`src/rtl/uart_arb_pkg.sv`:
```
// Shared types for the UART TX arbiter: FSM states, requester indices, output slot.
package uart_arb_pkg;

  typedef enum logic [1:0] {
    IDLE    = 2'd0,
    GNT_ISP = 2'd1,
    GNT_USR = 2'd2
  } arb_state_t;

  localparam int REQ_ISP = 0;
  localparam int REQ_USR = 1;

  typedef struct packed {
    logic       valid;
    logic [7:0] data;
  } tx_slot_t;

endpackage

```
`src/rtl/uart_arb_idle_timer.sv`:
```
// Counts granted cycles without an accepted byte; pulses expire_o when the
// owner has been silent for TIMEOUT_CYCLES cycles.
module uart_arb_idle_timer #(
  parameter int TIMEOUT_CYCLES = 50000
) (
  input  logic clk,
  input  logic rst,
  input  logic clear_i,
  input  logic en_i,
  output logic expire_o
);

  localparam int W = (TIMEOUT_CYCLES > 1) ? $clog2(TIMEOUT_CYCLES) : 1;
  localparam logic [W-1:0] LIMIT = W'(TIMEOUT_CYCLES - 1);

  logic [W-1:0] cnt_q, cnt_d;

  // Saturates at LIMIT so a missed clear can never wrap into a fresh window.
  always_comb begin
    cnt_d = cnt_q;
    if (clear_i)
      cnt_d = '0;
    else if (en_i && (cnt_q != LIMIT))
      cnt_d = cnt_q + 1'b1;
  end

  always_ff @(posedge clk or posedge rst) begin
    if (rst) cnt_q <= '0;
    else     cnt_q <= cnt_d;
  end

  assign expire_o = en_i && !clear_i && (cnt_q == LIMIT);

endmodule

```
`src/rtl/uart_tx_arbiter.sv`:
```
// Message-granular arbiter sharing one UART TX serializer between the ISP
// debugger and the user UART. Define UART_ARB_ISP_PRIO_EN for strict ISP priority.
module uart_tx_arbiter
  import uart_arb_pkg::*;
#(
  parameter int         TIMEOUT_CYCLES = 50000,
  parameter logic [7:0] EOL_BYTE       = 8'h0A
) (
  input  logic       clk,
  input  logic       rst,
  input  logic       isp_valid,
  input  logic [7:0] isp_byte,
  output logic       isp_ready,
  input  logic       usr_valid,
  input  logic [7:0] usr_byte,
  output logic       usr_ready,
  output logic       tx_valid,
  output logic [7:0] tx_byte,
  input  logic       tx_ready,
  output logic [1:0] grant
);

  arb_state_t state_q, state_d;
  tx_slot_t   slot_q, slot_d;
  logic       granted, slot_free, own_valid, accept, expire, release_gnt, isp_wins;
  logic [7:0] own_byte;

  assign granted   = (state_q != IDLE);
  assign slot_free = !slot_q.valid || tx_ready;
  assign isp_ready = (state_q == GNT_ISP) && slot_free;
  assign usr_ready = (state_q == GNT_USR) && slot_free;

  assign own_valid   = (state_q == GNT_USR) ? usr_valid : isp_valid;
  assign own_byte    = (state_q == GNT_USR) ? usr_byte  : isp_byte;
  assign accept      = granted && own_valid && slot_free;
  assign release_gnt = (accept && (own_byte == EOL_BYTE)) || expire;

  always_comb begin
    grant          = '0;
    grant[REQ_ISP] = (state_q == GNT_ISP);
    grant[REQ_USR] = (state_q == GNT_USR);
  end

`ifdef UART_ARB_ISP_PRIO_EN
  assign isp_wins = isp_valid;
`else
  logic last_usr_q, last_usr_d;

  // Reset value favours ISP on the first tie.
  assign isp_wins = isp_valid && (!usr_valid || last_usr_q);

  always_comb begin
    last_usr_d = last_usr_q;
    if (granted && release_gnt)
      last_usr_d = (state_q == GNT_USR);
  end

  always_ff @(posedge clk or posedge rst) begin
    if (rst) last_usr_q <= 1'b1;
    else     last_usr_q <= last_usr_d;
  end
`endif

  always_comb begin
    state_d = state_q;
    unique case (state_q)
      IDLE: begin
        if (isp_wins)       state_d = GNT_ISP;
        else if (usr_valid) state_d = GNT_USR;
      end
      GNT_ISP, GNT_USR: if (release_gnt) state_d = IDLE;
      default: state_d = IDLE;
    endcase
  end

  // The slot drains on its own handshake, regardless of who holds the grant.
  always_comb begin
    slot_d = slot_q;
    if (accept) begin
      slot_d.valid = 1'b1;
      slot_d.data  = own_byte;
    end else if (tx_ready) begin
      slot_d.valid = 1'b0;
    end
  end

  always_ff @(posedge clk or posedge rst) begin
    if (rst) begin
      state_q <= IDLE;
      slot_q  <= '0;
    end else begin
      state_q <= state_d;
      slot_q  <= slot_d;
    end
  end

  uart_arb_idle_timer #(
    .TIMEOUT_CYCLES(TIMEOUT_CYCLES)
  ) u_idle_timer (
    .clk     (clk),
    .rst     (rst),
    .clear_i (accept || !granted),
    .en_i    (granted && !accept),
    .expire_o(expire)
  );

  assign tx_valid = slot_q.valid;
  assign tx_byte  = slot_q.data;

endmodule

```
`config.mk`:
```
export PLATFORM = sky130hd
export DESIGN_NAME = uart_tx_arbiter
export DESIGN_NICKNAME = d
export VERILOG_FILES = /design/src/rtl/uart_arb_pkg.sv /design/src/rtl/uart_arb_idle_timer.sv /design/src/rtl/uart_tx_arbiter.sv
export SDC_FILE = /design/constraint.sdc
export NUM_CORES = 1
export LEC_CHECK = 0
export CAP_MARGIN = 20
export CORE_ASPECT_RATIO = 0.9
export CORE_MARGIN = 5
export CORE_UTILIZATION = 43
export CTS_CLUSTER_DIAMETER = 30
export DETAILED_ROUTE_END_ITERATION = 10
export DONT_BUFFER_PORTS = 1
export GPL_TIMING_DRIVEN = 1
export HOLD_SLACK_MARGIN = 0.1
export PLACE_DENSITY_LB_ADDON = 0.05
export SLEW_MARGIN = 20
export SYNTH_ARGS = -nofsm -noshare
export SYNTH_HDL_FRONTEND = slang
export SYNTH_SLANG_ARGS = --single-unit
export TNS_END_PERCENT = 20
```
`constraint.sdc`:
```
create_clock -name clk -period 3.7 [get_ports clk]
set_clock_uncertainty 0.1 [all_clocks]
set_input_delay 0.74 -clock clk [delete_from_list [all_inputs] [get_ports clk]]
set_output_delay 0.74 -clock clk [all_outputs]
set_load 0.1 [all_outputs]
```
Word-level counts from Yosys, hierarchy flattened --
Index checks and enable logic that the tools add are counted.
Storage, ports and cells: bits in registers 28, input port bits 21, output and inout bits 13
Operators by class: add/subtract/negate cells 1, eq/ne operators 7, multiplexer cells 10, reductions and logical operators 26
Operator list (number):
- $mux W16 | 2
- $add A16 B1 Y16 const B | 1
- $eq A16 B16 Y1 const B | 1
- $ne A16 B16 Y1 const B | 1
- $logic_and A1 B1 Y1 | 11
- $eq A8 B4 Y1 const B | 1
- $mux W8 | 1
- $mux W2 | 3
- $reduce_bool A2 Y1 | 3
- $logic_not A1 Y1 | 5
- $logic_or A1 B1 Y1 | 4
- $pmux W2 S2 | 1
- $mux W1 | 3
- $ne A3 B3 Y1 const B | 1
- $eq A2 B1 Y1 const B | 1
- $eq A2 B2 Y1 const B | 1
- $logic_not A2 Y1 | 1
- $ne A2 B2 Y1 const B | 1
- $reduce_and A2 Y1 | 1
- $reduce_or A2 Y1 | 1

Longest topological paths before layout --
depth in word-level cells 11, depth in mapped cells 8, gate-level depth less buffers 6

Hierarchy --
From an unflattened synthesis, not the netlist that was laid out.
Second synthesis, totals: cells, all modules 185, area, all modules 1729.2 µm²
By module, submodules not included:
- uart_arb_idle_timer | instances 1, cells each 100, area each 945.9 µm²
- uart_tx_arbiter | instances 1, cells each 85, area each 783.3 µm²

Least setup slack after synthesis --
OpenSTA, ideal clock, no wires.
path kind reg-to-output, start point reg state_q[0], end point out usr_ready, arrival 2.627 ns, setup slack 0.233 ns, cell stages (with the launch flop) 5, buffers on the path 1, cells stage by stage dfrtp_1 inv_1 ha_1 buf_1 and2_1
Between the ends: word-level cells in the longest chain between the ends 2
Ends and longest elaborated chain:
- from (decl) | RTL line uart_tx_arbiter.sv:23 | arb_state_t state_q, state_d;
- from (signal assigned) | RTL line uart_tx_arbiter.sv:92 | state_q <= state_d;
- $eq A2 B2 Y1
- via grant[1] | RTL line uart_tx_arbiter.sv:20 | output logic [1:0] grant
- $logic_and A1 B1 Y1 | RTL line uart_tx_arbiter.sv:31 | assign usr_ready = (state_q == GNT_USR) && slot_free;
- to (decl) | RTL line uart_tx_arbiter.sv:16 | output logic usr_ready,
The timed path passes the listed nets, and every way through them passes these cells.

Worst setup path after layout --
start point reg state_q[1], end point out isp_ready
Between the ends: word-level cells in the longest chain between the ends 2
Ends and longest elaborated chain:
- $eq A2 B1 Y1 | RTL line uart_tx_arbiter.sv:30 | assign isp_ready = (state_q == GNT_ISP) && slot_free;
- $logic_and A1 B1 Y1 | RTL line uart_tx_arbiter.sv:30
- to (decl) | RTL line uart_tx_arbiter.sv:13 | output logic isp_ready,
Every way passes these cells.

==> impl.org <==
** Detailed routing
- First-pass DRT Iterations :: 4
- Detailed Route Iter0 Violations :: 75
- Total vias in the final route :: 1,191
- In the final routed layout, each cell accounts on average for 15.80 um.
- Wire length reported by the detailed router :: 3303 um
- Detailed-route DRC error count :: 0
- Mean number of vias per cell :: 5.699
- Count of nets left with antenna violations after detail routing :: 0

** Logic synthesis
- Most common flop cell mapped by yosys :: dfrtp_1
- Portion of synthesized cell area occupied by the leading cell type :: 43.80%
- The synthesized design spends more area on one cell type than any other, namely dfrtp_1.
- After synthesis, the cell types taking the most area are dfrtp_1 (44%), mux2i_1 (5.8%), nor2_1 (5.4%), a21oi_1 (4.5%), ha_1 (3.2%).
- Syn Inst Count :: 163
- A synthesized cell averages 9.465 um^2.
- Synthesized Nets :: 188
- Top-count cell post-synth :: dfrtp_1
- Seq/Total Area, Yosys :: 45.50%
- Synth Register Bits :: 28
- Synthesis instantiated 40 different standard cells from the library.
- In the synthesized netlist the async set-or-reset flop fraction comes to 100.0%.
- Ranked by instance count, the synthesized netlist is headed by dfrtp_1 (27), nor2_1 (22), a21oi_1 (14).
- Yosys warning total :: 0
- Netlist Area Pre-Place :: 1543 um^2
- Counting flops with a built-in enable in the synthesized netlist gives 0.

** Hold path
- Type of the worst min-delay path :: input pin to asynchronous set/reset pin

** Setup path
- Origin of the critical flop-to-flop path :: state_q[0]
- The worst register-to-register path ends at u_idle_timer.cnt_q[9].
- Setup slack on the worst reg-to-reg path comes out at 1.31 ns.
- The worst setup path is of the flip-flop to primary output kind.
- Family with the most delay on the worst path :: buffers and inverters
- Setup crit end kind :: primary output
- Data on the critical path arrives at its endpoint at 1.67 ns.
- Traced cell by cell, the critical path runs through inv_1 -> ha_1 -> buf_4 -> and2_1 -> buf_4.
- CP startpoint kind :: flip-flop
- For this design, the slowest cell found on the critical path is dfrtp_1.
- The worst register-to-register path has a depth of 6.
- STA puts the critical path data required time at 2.86 ns.
- The number of buffers and inverters on the critical path is 3.
- Maximum fanout along the worst path :: 4
- Among the stages of the critical path, the cell type that occurs most often is buf_4.
- Slowest cell delay on critical path :: 0.42 ns

** Clocking
- Clock tree synthesis found a total of 28 sinks.
- The longest clock path from root to sink contains 2 buffers.
- CTS tree :: yes
- After clock tree synthesis, the flow added hold-fix buffers numbering 0.
- After clock tree synthesis, the clock-pin slew on the worst setup and hold paths is 0.09 ns.
- Library cell used as clock root buffer :: clkbuf_8
- Number of buffers created by CTS :: 3
- Depth of the CTS H-tree :: 1
- The number of gates resized after CTS was 0.
- Clock latency at the later pin of the worst-skew pair :: 0.27 ns
- In this run the post-CTS setup repair buffer count came out at 0.

** Placed design
- Global placement routability congestion :: 0.8156
- Dpl hpwl :: 2466 um
- Buffers placed on the I/O ports in this run total 0.

** Global route
- Summed over all layers, the global routing overflow is 0.
- Global-route wire length before repair :: 5637 um
- In the global route stage, overall resource usage came out at 14.96%.
- The number of global-route vias before repair is 1,157.
- The initial antenna violation count is 0.
- Largest net degree at the start of global routing :: 29

** Floorplanning
- Row generation in the floorplan step produced 20 rows.
- Area of the core :: 3428 um^2
- Once the floorplan was initialized, standard cells occupied 45.00% of the core.
- Area enclosed by the die boundary :: 4887 um^2
- The die is 66.83 um tall.
- Number of top-level pins :: 34
- The die is 73.14 um wide.

** STA
- The final number of hold-violating endpoints came to 0.
- The tightest hold path in the finished design has a slack of 0.3058 ns.
- Subtracting the final worst setup slack from the clock period gives 2.506 ns.
- Remaining max-slew budget at the tightest pin :: 39.57%
- Final count of pins violating max slew :: 0
- Static timing analysis puts the maximum clock frequency at 0.3991 GHz.
- For the final routed database, the setup TNS stands at 0 ns.
- Slew @ Worst Pin :: 0.9065 ns
- Unrepaired setup endpoints after global routing :: false
- Final Cycle Share :: 67.72%
- Setup violations remaining at the end of the flow were counted as 0.

** Power and ir drop
- Pwr/cell area :: 858.9 nW/um^2
- Final Power :: 0.001414 W
- VDD sags by at most 0.0007631 V.
- For this design the static power due to leakage is 0.6903 nW.

** Layout
- Cells fill 48.03% of the core in the end.
- Nets :: 191
- In the final layout, the share of cells above drive strength 1 is 9.697%.
- Antenna fix cells :: 0
- Compared with the post-synthesis result, the final layout area differs by 6.732%.

** Outcome
- The run finished with clean final reports.

** Run
- Max-cap violations in this run came to 0.
## report_power, final
| group | switching [W] | total, W | leakage [nW] | internal [W] |
|---|---|---|---|---|
| combinational | 0.000368 | 0.000516 | 0.309 | 0.000149 |
| clock | 0.0000883 | 0.000165 | 0.0228 | 0.0000771 |
| sequential | 0.000366 | 0.000733 | 0.358 | 0.000366 |
## worst max path at each step
stage / start / end / cells after the start
2_1_floorplan: state_q[0] / usr_ready / 4
4_1_cts: state_q[1] / isp_ready / 5
5_1_grt: state_q[0] / usr_ready / 4
3_5_place_dp: state_q[0] / u_idle_timer.cnt_q[9] / 6
6_report: state_q[1] / isp_ready / 5
3_3_place_gp: state_q[0] / u_idle_timer.cnt_q[9] / 6
## cell families after synthesis
logic type | share of synthesized area, %
AOI/OAI and AO/OA | 11.92
buffers and inverters | 4.055
xor gates and xnor gates | 4.541
adders and majority gates | 3.244
muxes | 6.570
and+or+nand+nor | 24.17
DFF | 45.50
## metrics by stage
stage,worst slack (ns),cell area [um^2],std cells
after floorplan,0.2334,1543,163
after global placement,1.395,1602,205
after detailed placement,1.319,1602,205
after CTS,1.174,1647,209
after global routing,1.085,1647,209
final,1.194,1647,209
## per-layer routing
| metal | wire length (um) | track usage, % | up-vias |
|---|---|---|---|
| met4 | 18 | 2.995 | 0 |
| met5 | 0 | 0 | - |
| li1 | - | - | 588 |
| met2 | 1522 | 22.54 | 23 |
| met1 | 1541 | 20.08 | 578 |
| met3 | 221 | 6.184 | 2 |
## layout make-up
class / instances / area (um^2)
clock buffer: 4 / 45.04
fill: 316 / 1782
inverter: 7 / 26.28
multi-input combinational: 121 / 780.7
sequential: 28 / 701.9
tap: 44 / 55.05
timing repair buffer: 5 / 37.54
## worst reg2reg max path, stage by stage (launching register included)
cell and delay [ns]:
dfrtp_1 0.42, inv_1 0.10, ha_2 0.41, mux2_2 0.42
a21o_1 0.41, a311oi_1 0.35, a41o_1 0.13
## cell usage in the layout, fill, tap and decap left out, types with 5 or more instances in the layout
| cell type | netlist | routed |
|---|---|---|
| nand3_1 | 10 | 10 |
| nand4_1 | 5 | 5 |
| nand2_1 | 5 | 5 |
| mux2i_1 | 9 | 9 |
| nor2_1 | 22 | 22 |
| buf_4 | 0 | 5 |
| inv_1 | 7 | 6 |
| dfrtp_1 | 27 | 27 |
| a21oi_1 | 14 | 14 |
## registers in the layout (all words and copies together), names as in the netlist
| register | flops |
|---|---|
| u_idle_timer.cnt_q | 16 |
| tx_byte | 8 |
| state_q | 2 |
| last_usr_q | 1 |
| tx_valid | 1 |
Power figures use the tool's default switching activity.
